--- config.mk ---
export PLATFORM = sky130hd
export DESIGN_NAME = i2s_tdm_tx
export DESIGN_NICKNAME = d
export VERILOG_FILES = /design/src/rtl/i2s_tdm_tx.sv
export SDC_FILE = /design/constraint.sdc
export NUM_CORES = 1
export LEC_CHECK = 0
export BUFFER_PORTS_ARGS = -buffer_cell sky130_fd_sc_hd__buf_2
export CELL_PAD_IN_SITES_DETAIL_PLACEMENT = 0
export CELL_PAD_IN_SITES_GLOBAL_PLACEMENT = 1
export CORE_MARGIN = 8
export CORE_UTILIZATION = 56
export DETAILED_ROUTE_END_ITERATION = 10
export PLACE_DENSITY_LB_ADDON = 0.1
export RECOVER_POWER = 100
export SLEW_MARGIN = 10
export SYNTH_ARGS = -nofsm -noshare
export SYNTH_HDL_FRONTEND = slang
export SYNTH_SLANG_ARGS = --single-unit
--- constraint.sdc ---
create_clock -name clk -period 5.25 [get_ports clk]
set_input_delay 0.2625 -clock clk [delete_from_list [all_inputs] [get_ports clk]]
set_output_delay 0.2625 -clock clk [all_outputs]
set_load 0.03 [all_outputs]
--- src/rtl/i2s_tdm_tx.sv ---
// I2S/TDM slave-mode serial transmitter with an internal frame FIFO.
// Latency: sck/ws pin edge seen 3 clk later; sd updates on the clk that detects falling sck.
// Backpressure: input_tready = FIFO not full; an empty FIFO at a frame start sends zeros (or repeats).
//
// Ports: clk/rst_n (async active-low); input_tdata/tvalid/tready frame stream (channel 0 in the LSBs);
//        sck/ws async bit clock and frame sync; sd serial data out; fifo_level frames stored;
//        underrun/misalign one-clk status pulses.
// Build option: I2S_TDM_TX_REPEAT_EN retransmits the last frame on underrun instead of zeros.
module i2s_tdm_tx #(
    parameter int WIDTH      = 16,
    parameter int SLOT_WIDTH = 32,
    parameter int CHANNELS   = 2,
    parameter int FIFO_DEPTH = 4
) (
    input  logic                              clk,
    input  logic                              rst_n,
    input  logic [CHANNELS*WIDTH-1:0]         input_tdata,
    input  logic                              input_tvalid,
    output logic                              input_tready,
    input  logic                              sck,
    input  logic                              ws,
    output logic                              sd,
    output logic [$clog2(FIFO_DEPTH+1)-1:0]   fifo_level,
    output logic                              underrun,
    output logic                              misalign
);

    localparam int FW = CHANNELS * WIDTH;
    localparam int AW = $clog2(FIFO_DEPTH);
    localparam int LW = $clog2(FIFO_DEPTH + 1);
    localparam int BW = $clog2(SLOT_WIDTH + 1);
    localparam int SW = $clog2(CHANNELS);

    // The load step happens in the frame-start detection cycle, so only two
    // resting states are needed.
    localparam logic [0:0] S_IDLE  = 1'b0;
    localparam logic [0:0] S_SHIFT = 1'b1;
    localparam logic [SW-1:0] LAST_SLOT = SW'(CHANNELS - 1);

    // ---------------- pin synchronisers and edge detection ----------------
    // Synchroniser stages reset high so a pin already high at reset release
    // never looks like a rising sck or a ws fall.
    logic [1:0] sck_sync, ws_sync;
    logic       sck_prev, last_ws;
    logic       sck_rise, sck_fall, frame_start;

    always_ff @(posedge clk or negedge rst_n) begin
        if (!rst_n) begin
            sck_sync <= 2'b11;
            ws_sync  <= 2'b11;
            sck_prev <= 1'b1;
            last_ws  <= 1'b1;
        end else begin
            sck_sync <= {sck_sync[0], sck};
            ws_sync  <= {ws_sync[0], ws};
            sck_prev <= sck_sync[1];
            if (sck_rise)
                last_ws <= ws_sync[1];
        end
    end

    assign sck_rise    = sck_sync[1] & ~sck_prev;
    assign sck_fall    = ~sck_sync[1] & sck_prev;
    // Only the 1->0 ws transition marks a frame, so duty cycle is irrelevant.
    assign frame_start = sck_rise & last_ws & ~ws_sync[1];

    // ---------------- frame FIFO ----------------
    logic [FW-1:0] mem [FIFO_DEPTH];
    logic [AW-1:0] wr_ptr, rd_ptr;
    logic          push, pop, fifo_empty;

    assign input_tready = (fifo_level != LW'(FIFO_DEPTH));
    assign fifo_empty   = (fifo_level == '0);
    assign push         = input_tvalid & input_tready;
    assign pop          = frame_start & ~fifo_empty;

    always_ff @(posedge clk) begin
        if (push)
            mem[wr_ptr] <= input_tdata;
    end

    // Depth is a power of two, so the pointers wrap naturally.
    always_ff @(posedge clk or negedge rst_n) begin
        if (!rst_n) begin
            wr_ptr     <= '0;
            rd_ptr     <= '0;
            fifo_level <= '0;
        end else begin
            if (push)
                wr_ptr <= wr_ptr + 1'b1;
            if (pop)
                rd_ptr <= rd_ptr + 1'b1;
            case ({push, pop})
                2'b10:   fifo_level <= fifo_level + LW'(1);
                2'b01:   fifo_level <= fifo_level - LW'(1);
                default: fifo_level <= fifo_level;
            endcase
        end
    end

    // ---------------- serialiser ----------------
    logic [0:0]            state;
    logic [FW-1:0]         frame_reg, frame_new;
    logic [SLOT_WIDTH-1:0] sreg;
    logic [BW-1:0]         bit_cnt;
    logic [SW-1:0]         slot_idx, slot_nxt;
    logic [WIDTH-1:0]      next_chan;

    // Frame taken at a frame start; an empty FIFO yields zeros or the old frame.
    always_comb begin
        frame_new = '0;
        if (!fifo_empty)
            frame_new = mem[rd_ptr];
        else begin
`ifdef I2S_TDM_TX_REPEAT_EN
            frame_new = frame_reg;
`else
            frame_new = '0;
`endif
        end
    end

    assign slot_nxt  = slot_idx + 1'b1;
    assign next_chan = frame_reg[slot_nxt*WIDTH +: WIDTH];

    // Sample sits MSB-aligned in the slot; the tail of the slot shifts out zeros.
    function automatic logic [SLOT_WIDTH-1:0] align(input logic [WIDTH-1:0] s);
        logic [SLOT_WIDTH-1:0] v;
        v = '0;
        v[SLOT_WIDTH-1 -: WIDTH] = s;
        return v;
    endfunction

    always_ff @(posedge clk or negedge rst_n) begin
        if (!rst_n) begin
            state     <= S_IDLE;
            sd        <= 1'b0;
            sreg      <= '0;
            bit_cnt   <= '0;
            slot_idx  <= '0;
            frame_reg <= '0;
            underrun  <= 1'b0;
            misalign  <= 1'b0;
        end else begin
            underrun <= frame_start & fifo_empty;
            misalign <= frame_start & (state == S_SHIFT);
            if (frame_start) begin
                // A frame start always restarts the frame, abandoning any slot in flight.
                frame_reg <= frame_new;
                slot_idx  <= '0;
                sreg      <= align(frame_new[WIDTH-1:0]);
                bit_cnt   <= BW'(SLOT_WIDTH);
                state     <= S_SHIFT;
            end else if (sck_fall) begin
                if (state == S_SHIFT) begin
                    sd      <= sreg[SLOT_WIDTH-1];
                    sreg    <= sreg << 1;
                    bit_cnt <= bit_cnt - 1'b1;
                    if (bit_cnt == BW'(1)) begin
                        if (slot_idx == LAST_SLOT)
                            state <= S_IDLE;
                        else begin
                            slot_idx <= slot_nxt;
                            sreg     <= align(next_chan);
                            bit_cnt  <= BW'(SLOT_WIDTH);
                        end
                    end
                end else begin
                    sd <= 1'b0;
                end
            end
        end
    end

endmodule

# Word level (Yosys, flattened, before mapping)
# Memories as Yosys holds them, arrays and structs flattened.
# Cells that the tools add are included.
# classes
addsub	6
multipliers	0
n_div	0
n_lt_le_gt_ge	0
n_eq_ne	4
shift	1
n_mux	25
bitwise	13
n_reduce_logical	8
# ops
cell	count
32-bit two-way mux	6
32-bit by 6-bit indexed part select with 16-bit output	1
6-bit two-way mux	5
1-bit two-way mux	13
1-bit AND	8
2-bit nonzero test	4
6-bit by 1-bit equality test with 1-bit output, second input constant	1
3-bit one-hot mux with 2 select lines	1
6-bit by 1-bit subtractor with 6-bit output, second input constant	1
1-bit NOT	5
2-bit by 1-bit adder with 2-bit output, second input constant	2
2-bit AND reduction	2
3-bit by 1-bit adder with 3-bit output, second input constant	1
3-bit zero test	1
3-bit != test, second input constant	1
3-bit AND reduction	1
3-bit by 1-bit subtractor with 3-bit output, second input constant	1
2-bit by 1-bit equality test with 1-bit output, second input constant	1
2-bit equality test, second input constant	1
1-bit adder, second input constant	1
# totals
register_bits	88
latch_bits	0
mem_bits_rw	128
romBits	0
input_bits	37
output_inout_bits	7
wordCells	73
mem_count	1
# memory_table
memory	depth	width	rd	rd_clocked_by_memory_dff	write_ports	line	source
mem	4	32	1	0	1	68	logic [FW-1:0] mem [FIFO_DEPTH];

# Longest topological paths before layout
# Gate-level depths: netlist (run 1).
# depth
word_depth	7
mapped_depth	10
mapped_depth_nobuf	10

# Worst setup path before layout (run 1)
# Ideal clock, no wire load.
# synth_path
path_kind	reg-to-reg
start	register fifo_level[0]
end	register fifo_level[2]
t_arrival_ps	2319
t_required_ps	5170
path_slack_ps	2851
stages_incl_launch_ff	11
path_buffers	0
path_cell_list	dfrtp_1 > inv_1 > nand3_1 > and2_1 > inv_1 > ha_1 > inv_1 > fa_1 > xor2_1 > nor2_1 > xor2_1
# synth_rtl
item	line	source
start: declaration	23	output logic [$clog2(FIFO_DEPTH+1)-1:0] fifo_level,
start signal: assignment	94	2'b10: fifo_level <= fifo_level + LW'(1);
start signal: assignment	95	2'b01: fifo_level <= fifo_level - LW'(1);
start signal: assignment	96	default: fifo_level <= fifo_level;
3-bit != test (*)	72	assign input_tready = (fifo_level != LW'(FIFO_DEPTH));
net input_tready	19	output logic input_tready,
1-bit AND (*)	74	assign push = input_tvalid & input_tready;
2-bit by 1-bit equality test with 1-bit output or 2-bit equality test (tied branches)	93	case ({push, pop})
3-bit one-hot mux with 2 select lines or 2-bit nonzero test (tied branches)	--	
# Mark *: on every way through the listed nets, which the timed path passes. The rest lies on a longest branch.
# A chain may end at the register's enable or synchronous reset.

# Final worst setup path (run 1)
# layout_path
start	register sck_sync[1]
end	register rd_ptr[1]
# layout_between
elab_chain_len	4
# layout_rtl
item	line	source
start: declaration	43	logic [1:0] sck_sync, ws_sync;
start signal: assignment	54	sck_sync <= {sck_sync[0], sck};
1-bit AND	62	assign sck_rise = sck_sync[1] & ~sck_prev;
1-bit AND (2 in a row)	65	assign frame_start = sck_rise & last_ws & ~ws_sync[1];
1-bit AND	75	assign pop = frame_start & ~fifo_empty;
end signal: assignment	92	rd_ptr <= rd_ptr + 1'b1;
end: declaration	69	logic [AW-1:0] wr_ptr, rd_ptr;
# Every way passes these cells.

==> run_results.csv, run 1 <==
group,metric,value,unit
run_status,run_status,"finished with violations",
run_status,violations_in_the_final_reports,"capacitance limit, slew limit",
logic_synthesis,syn_inst,386,
finish,antenna-diode-count,0,
setup_path,critical-path-max-stage-delay,1.23,ns
pwr,internal_power,3.082,mW
logic_synthesis,netlist_area,7174,um2
routing,postRouteWirelength,12900,um
clock_tree,cts.repair_timing.setup_buffer_count,0,
floorplanning,starting_density_of_the_core,0.5708,
clock_tree,clk_pin_slew_worst_paths,0.07,ns
routing,drt-initial-drc-count,273,
setup_path,cpMaxStageDelayCell,"sky130_fd_sc_hd__clkbuf_1",
clock_tree,cts-root-buf,"sky130_fd_sc_hd__clkbuf_16",
routing,vias_per_cell,5.718,
setup_path,setup.worst_path.start_class,"flop",
floorplanning,die_span_x,129.2,um
logic_synthesis,synth_seq_cells,184,
setup_path,r2r_start,"sck_sync[1]",
routing,wl_per_cell,20.54,um
setup_path,r2r.worst_path.cells,6,
pwr,switchingPower,1.269,mW
setup_path,timing.critical_path.buf_inv,2,
sta,grt_setup_unrepaired,"no",
floorplanning,core_area,12570,um2
sta,totalNegativeSetupSlack,0,ns
routing,ant_nets,0,
clock_tree,cts.sink_count,184,
pwr,power_leakage,2.802,nW
global_route,grt_antenna_before_repair,0,
setup_path,crit_arrival,3.53,ns
finish,area_growth_syn_to_layout,12.57,%
logic_synthesis,yosys.cell_types.count,43,
setup_path,crit_fanout,34,
setup_path,worst-endpoint-required,5.54,ns
sta,drv_slew,167,
logic_synthesis,synth.yosys.seq_area_share,0.7321,
routing,residual_drc_count,0,
clock_tree,ctsLongestPathBuffers,2,
logic_synthesis,syn-num-nets,431,
logic_synthesis,synth-main-ff-cell,"sky130_fd_sc_hd__edfxtp_1",
pwr,p_sw_frac,0.2916,
global_route,globalRouteOverflowTotal,0,
clock_tree,post_cts_resize_count,0,
routing,firstDrtPassIters,4,
global_route,grt_first_pass_wirelength,20820,um
sta,worstMarginPinSlew,2.267,ns
place,post-dp-hpwl,7782,um
finish,stdcell_area,8077,um2
clock_tree,clock_insertion_delay_worst_skew,0.43,ns
setup_path,worst_path_cell_trace,"nand4bb_1 > clkbuf_1 > nor2_1 > clkbuf_1 > nand2_1 > xnor2_1",
setup_path,crit-reg2reg-capture,"rd_ptr[1]",
place,placedInstanceArea,7599,um2
sta,clock-skew-final,0.01146,ns
floorplanning,die_height,129.2,um
floorplanning,die-area,16690,um2
global_route,globalRouteTotalUtil,0.1696,
clock_tree,cts_tree,"done",
setup_path,cp_top_family,"buffers and inverters",
pwr,pwr-share-comb,0.228,
routing,dr_total_vias,3591,
sta,finalSetupViolCount,0,
pwr,seq_power_share,0.499,
logic_synthesis,avgSynthCellArea,18.59,um2
place,buffer_ports.inserted,43,
setup_path,endpoint_kind,"flop",
sta,finalCriticalPeriod,3.235,ns
sta,min_period_over_period,0.6161,
sta,slew_headroom,-0.5110,
logic_synthesis,synthArstFlopShare,0.3043,
clock_tree,cts-hold-fix-buffers,3,
pwr,clock_power_share,0.273,
setup_path,timing.critical_path.mode_cell,"sky130_fd_sc_hd__clkbuf_1",
pwr,design_power_total,4.351,mW
finish,num-nets-final,488,
global_route,grt_pass1_vias,3825,
hold_path,hold_path.class,"in -> reg",
floorplanning,row_count,41,
hold_path,min_delay_path_depth,1,
pwr,power.ir.vdd_worst,0.4190,mV
clock_tree,h-tree-depth,4,
run,max_cap_viols,5,
global_route,grt_start_max_net_pins,57,
hold_path,min_delay_worst_endpoint,"mem[3][25]",
finish,post_route_cells_drive_above_1_share,0.1732,
pwr,power.density,538.7,nW/um2
floorplanning,num_io_pins,44,
sta,fmax,309.2,MHz
hold_path,holdCritStartpoint,"input_tdata[25]",
logic_synthesis,count_of_synthesis_stage_warnings_from_yosys,0,
place,gp_weighted_congestion,0.7258,
setup_path,setup.reg_to_reg.worst_slack,2.02,ns
logic_synthesis,synth-edff-count,128,
sta,report.final.hold_viol_count,0,
clock_tree,cts_made_buffers,17,
finish,flip_flop_count_of_the_largest_register_after_layout,128,
setup_path,critPathKind,"reg -> reg",
[layout by cell type, fill, tap and decap left out, drive strengths merged, types with 2 or more instances in the layout]
| master | n |
|---|---|
| dlygate4sd3 | 3 |
| nand2b | 2 |
| or3 | 3 |
| mux2 | 2 |
| ha | 7 |
| a22oi | 10 |
| nand2 | 20 |
| nand3 | 2 |
| and2 | 3 |
| dfrtp | 50 |
| buf | 8 |
| mux2i | 16 |
| a21oi | 4 |
| nor4 | 2 |
| clkbuf | 69 |
| nand3b | 2 |
| o21ai | 14 |
| clkinv | 4 |
| mux4 | 32 |
| and3 | 4 |
| xnor2 | 3 |
| a22o | 16 |
| edfxtp | 128 |
| inv | 14 |
| dfstp | 6 |
| nor2 | 6 |
| o211ai | 5 |
| nor3 | 3 |
| clkinvlp | 2 |
| o41ai | 2 |
| xor2 | 3 |
| or4 | 2 |
[power by group through the flow]
| stage | registers (mW) | clock network [mW] | logic [mW] |
|---|---|---|---|
| floorplan | 2.12 | 0 | 0.779 |
| global placement | 2.18 | 0 | 1.03 |
| detailed placement | 2.19 | 0 | 1.05 |
| CTS | 2.16 | 1.21 | 1.05 |
| global route | 2.21 | 1.28 | 1.09 |
| finish | 2.17 | 1.19 | 0.990 |
[per-stage QoR]
step / worst slack, ns / util / hold WS [ns] / std cells
2_1_floorplan: 2.851 / - / -0.03309 / 386
3_3_place_gp: 3.137 / 0.6046 / 0.3640 / 593
4_1_cts: 3.067 / 0.6514 / 0.03547 / 628
5_1_grt: 1.738 / 0.6426 / 0.07957 / 628
6_report: 2.015 / 0.6426 / 0.08872 / 628
3_5_place_dp: 3.080 / 0.6046 / 0.3551 / 593
[routing by layer]
layer,track usage,vias up,routed length [um]
li1,-,1635,-
met1,0.2171,1858,5662
met2,0.2708,78,6433
met3,0.04273,20,577
met4,0.07326,0,223
met5,0,-,0
[how the worst max path moves through the flow]
| stage | end | slack, ns | depth (start not counted) | from |
|---|---|---|---|---|
| floorplan | fifo_level[2] | 2.85 | 10 | fifo_level[0] |
| global placement | fifo_level[2] | 3.14 | 9 | sck_sync[1] |
| detailed placement | fifo_level[2] | 3.08 | 9 | sck_sync[1] |
| CTS | fifo_level[2] | 3.07 | 9 | sck_sync[1] |
| global route | sreg[23] | 1.74 | 6 | sck_sync[1] |
| finish | rd_ptr[1] | 2.02 | 6 | sck_sync[1] |
[synthesized netlist by cell type (all sizes together), types with 2 or more instances]
library cell | instances | area (um2)
a21oi | 4 | 20.02
a22o | 16 | 140.1
a22oi | 10 | 75.07
and2 | 3 | 18.77
and3 | 4 | 25.02
buf | 12 | 71.31
clkbuf | 9 | 33.78
dfrtp | 50 | 1251
dfstp | 6 | 157.7
edfxtp | 128 | 3844
ha | 7 | 87.58
inv | 9 | 33.78
mux2 | 2 | 22.52
mux2i | 16 | 160.2
mux4 | 32 | 720.7
nand2 | 20 | 75.07
nand2b | 2 | 12.51
nand3 | 2 | 10.01
nand3b | 2 | 15.01
nor2 | 6 | 27.52
nor3 | 3 | 15.01
nor4 | 2 | 27.53
o211ai | 5 | 62.56
o21ai | 14 | 70.06
o41ai | 2 | 17.52
or3 | 3 | 18.77
or4 | 2 | 15.01
xnor2 | 3 | 26.28
xor2 | 3 | 26.28
[kinds of logic (layout without fill, tap and decap cells)]
kind of cell             after synthesis  in the layout  share of synthesized area
flip-flops                           184            184                     0.7321
buffers and inverters                 30            100                    0.01936
AND/OR/NAND/NOR                       54             54                    0.04290
AO/OA/AOI/OAI                         54             54                    0.05738
adder cells (fa/ha/maj)                8              8                    0.01500
XOR/XNOR                               6              6                   0.007326
multiplexers                          50             50                     0.1259
[layout make-up]
type	count	area, um2
Sequential cell	184	5254
Fill cell	924	4492
Multi-Input combinational cell	172	1755
Clock buffer	21	470.5
Timing Repair Buffer	59	260.3
Tap cell	172	215.2
Clock inverter	11	87.58
Inverter	9	33.78
Power figures use the tool's default switching activity.
==> inputs of run 2 (changes only) <==
ABC_AREA = 1   (was not set)
CORE_UTILIZATION = 43   (was 56)
clock period = 2.92 ns   (was 5.25 ns; I/O delays follow)
==> run_results.csv, run 2 <==
group,metric,value,unit
run_status,run_status,"finished, final reports clean",
finish,post_route_cells_drive_above_1_share,0.07864,
sta,totalNegativeSetupSlack,0,ns
clock_tree,h-tree-depth,4,
logic_synthesis,synth-main-ff-cell,"sky130_fd_sc_hd__edfxtp_1",
sta,fmax,425.4,MHz
routing,drt-initial-drc-count,337,
sta,finalCriticalPeriod,2.351,ns
place,placedInstanceArea,8289,um2
finish,final_common_cell,"sky130_fd_sc_hd__nand2_1",
clock_tree,post_cts_resize_count,0,
run,max_cap_viols,0,
logic_synthesis,synthArstFlopShare,0.3043,
logic_synthesis,synth.top_cells.by_area,"sky130_fd_sc_hd__edfxtp_1 49%, sky130_fd_sc_hd__nand2_1 16%, sky130_fd_sc_hd__dfrtp_1 16%, sky130_fd_sc_hd__nand3_1 4.5%, sky130_fd_sc_hd__dfstp_2 2.0%",
pwr,power.ir.vdd_worst,0.4460,mV
routing,vias_per_cell,4.941,
logic_synthesis,synth.most_common_cell,"sky130_fd_sc_hd__nand2_1",
clock_tree,cts.sink_count,184,
finish,area_growth_syn_to_layout,15.88,%
floorplanning,starting_density_of_the_core,0.4368,
logic_synthesis,synth.yosys.seq_area_share,0.6694,
global_route,grt_antenna_before_repair,0,
global_route,globalRouteTotalUtil,0.1606,
logic_synthesis,synth_seq_cells,184,
clock_tree,cts-root-buf,"sky130_fd_sc_hd__clkbuf_16",
logic_synthesis,synthDominantAreaCellType,"sky130_fd_sc_hd__edfxtp_1",
clock_tree,ctsLongestPathBuffers,2,
routing,ant_nets,0,
clock_tree,cts.repair_timing.setup_buffer_count,0,
clock_tree,cts_made_buffers,17,
sta,drv_slew,0,
setup_path,setup.worst_path.start_class,"flop",
clock_tree,cts_tree,"done",
pwr,power.density,942.5,nW/um2
sta,worstMarginPinSlew,1.082,ns
finish,finish.utilization,0.5062,
finish,stdcell_area,9092,um2
setup_path,worst_path_cell_trace,"inv_1 > nand3_1 > nand2_1 > nor2_2 > clkbuf_2",
setup_path,crit_arrival,2.39,ns
sta,clock-skew-final,0.009338,ns
global_route,grt_start_max_net_pins,67,
place,buffer_ports.inserted,43,
setup_path,cpMaxStageDelayCell,"sky130_fd_sc_hd__clkbuf_2",
finish,flip_flop_count_of_the_largest_register_after_layout,128,
logic_synthesis,netlist_area,7846,um2
logic_synthesis,synth-edff-count,128,
hold_path,hold_path.class,"in -> reg",
logic_synthesis,syn-num-nets,807,
place,preCtsSetupSlack,0.7139,ns
global_route,globalRouteOverflowTotal,0,
place,gp_weighted_congestion,0.7368,
logic_synthesis,netlist.area_leader.share,0.4899,
floorplanning,die_span_x,151.1,um
global_route,grt_first_pass_wirelength,28080,um
logic_synthesis,synth_common_cells,"343 x sky130_fd_sc_hd__nand2_1, 128 x sky130_fd_sc_hd__edfxtp_1, 71 x sky130_fd_sc_hd__nand3_1",
routing,firstDrtPassIters,5,
floorplanning,num_io_pins,44,
sta,slew_headroom,0.2786,
pwr,design_power_total,8.569,mW
setup_path,worst-endpoint-required,2.96,ns
logic_synthesis,count_of_synthesis_stage_warnings_from_yosys,0,
routing,wl_per_cell,15.96,um
sta,report.final.hold_viol_count,0,
logic_synthesis,syn_inst,762,
routing,residual_drc_count,0,
setup_path,critical-path-max-stage-delay,0.82,ns
finish,most-common-layout-cells,"344 x sky130_fd_sc_hd__nand2_1, 128 x sky130_fd_sc_hd__edfxtp_1, 71 x sky130_fd_sc_hd__nand3_1, 49 x sky130_fd_sc_hd__dfrtp_1, 41 x sky130_fd_sc_hd__clkbuf_1",
pwr,power_leakage,3.826,nW
floorplanning,die_height,151.1,um
place,post-dp-hpwl,10100,um
setup_path,r2r.worst_path.cells,5,
routing,dr_total_vias,5341,
clock_tree,clock_insertion_delay_worst_skew,0.42,ns
sta,final.setup.worst_slack,0.5692,ns
routing,postRouteWirelength,17260,um
setup_path,crit_fanout,32,
clock_tree,clk_pin_slew_worst_paths,0.07,ns
finish,num-nets-final,884,
floorplanning,row_count,49,
logic_synthesis,avgSynthCellArea,10.30,um2
floorplanning,die-area,22830,um2
clock_tree,cts-hold-fix-buffers,35,
hold_path,min_delay_path_depth,3,
setup_path,endpoint_kind,"flop",
sta,grt_setup_unrepaired,"no",
finish,antenna-diode-count,0,
logic_synthesis,yosys.cell_types.count,34,
sta,min_period_over_period,0.8051,
sta,finalSetupViolCount,0,
global_route,grt_pass1_vias,5439,
setup_path,critPathKind,"reg -> reg",
floorplanning,core_area,17960,um2
[run 2: cell count changes after synthesis, sizes merged, moves of 16 or more]
cell / change
buf: +18
nand2: +325
mux2i: -16
o21ai: +23
nand3: +70
nor2: +27
mux4: -32
[run 2: path summary, 6_finish.rpt]
check,startpoint,endpoint,slack (ns)
max reg2reg,fifo_level[0],mem[2][15],0.57
max in group asynchronous,rst_n,sreg[22],1.27
max,fifo_level[0],mem[2][15],0.57
min,input_tvalid,wr_ptr[0],0.24
min in group asynchronous,rst_n,bit_cnt[3],0.46
min reg2reg,ws_sync[0],ws_sync[1],0.36
[run 2: final cells by class]
class / count / area (um2)
clock buffers: 18 / 429.2
clock inverters: 14 / 117.6
fillers: 1669 / 8871
inverters: 24 / 90.09
multi-input cells: 518 / 2285
flip-flops and latches: 184 / 5254
well taps: 229 / 286.5
repair buffers: 94 / 630.6
[run 2: stage by stage]
| stage | hold slack [ns] | instances |
|---|---|---|
| after detailed placement | 0.2542 | 1014 |
| after floorplan | -0.1496 | 762 |
| after CTS | 0.2306 | 1081 |
| final | 0.2383 | 1081 |
| after global routing | 0.2501 | 1081 |
| after global placement | 0.2524 | 1014 |
[run 2: report_power, final]
group / switching, mW / total [mW] / internal (mW)
clock: 1.02 / 2.13 / 1.11
combinational: 1.81 / 2.61 / 0.800
sequential: 0.313 / 3.83 / 3.51
[run 2: critical path: cells and delay by family (launching register included)]
kind                   cells  cell delay [ns]
and+or+nand+nor            3             0.51
DFF                        1             0.48
buffers and inverters      2             0.94
[run 2: cell families after synthesis]
kind of cell	synth area share
AOI/OAI and AO/OA	0.03221
and+or+nand+nor	0.2406
buffers and inverters	0.03731
adders and majority gates	0.01371
DFF	0.6694
xor gates and xnor gates	0.006697
[run 2: metal layers]
metal  vias up  GRT usage  routed length [um]
met4         0    0.05839                 239
met1      2558     0.1923                7733
met3        22    0.03197                 626
li1       2667          -                   -
met2        94     0.2817                8658
met5         -          0                   0
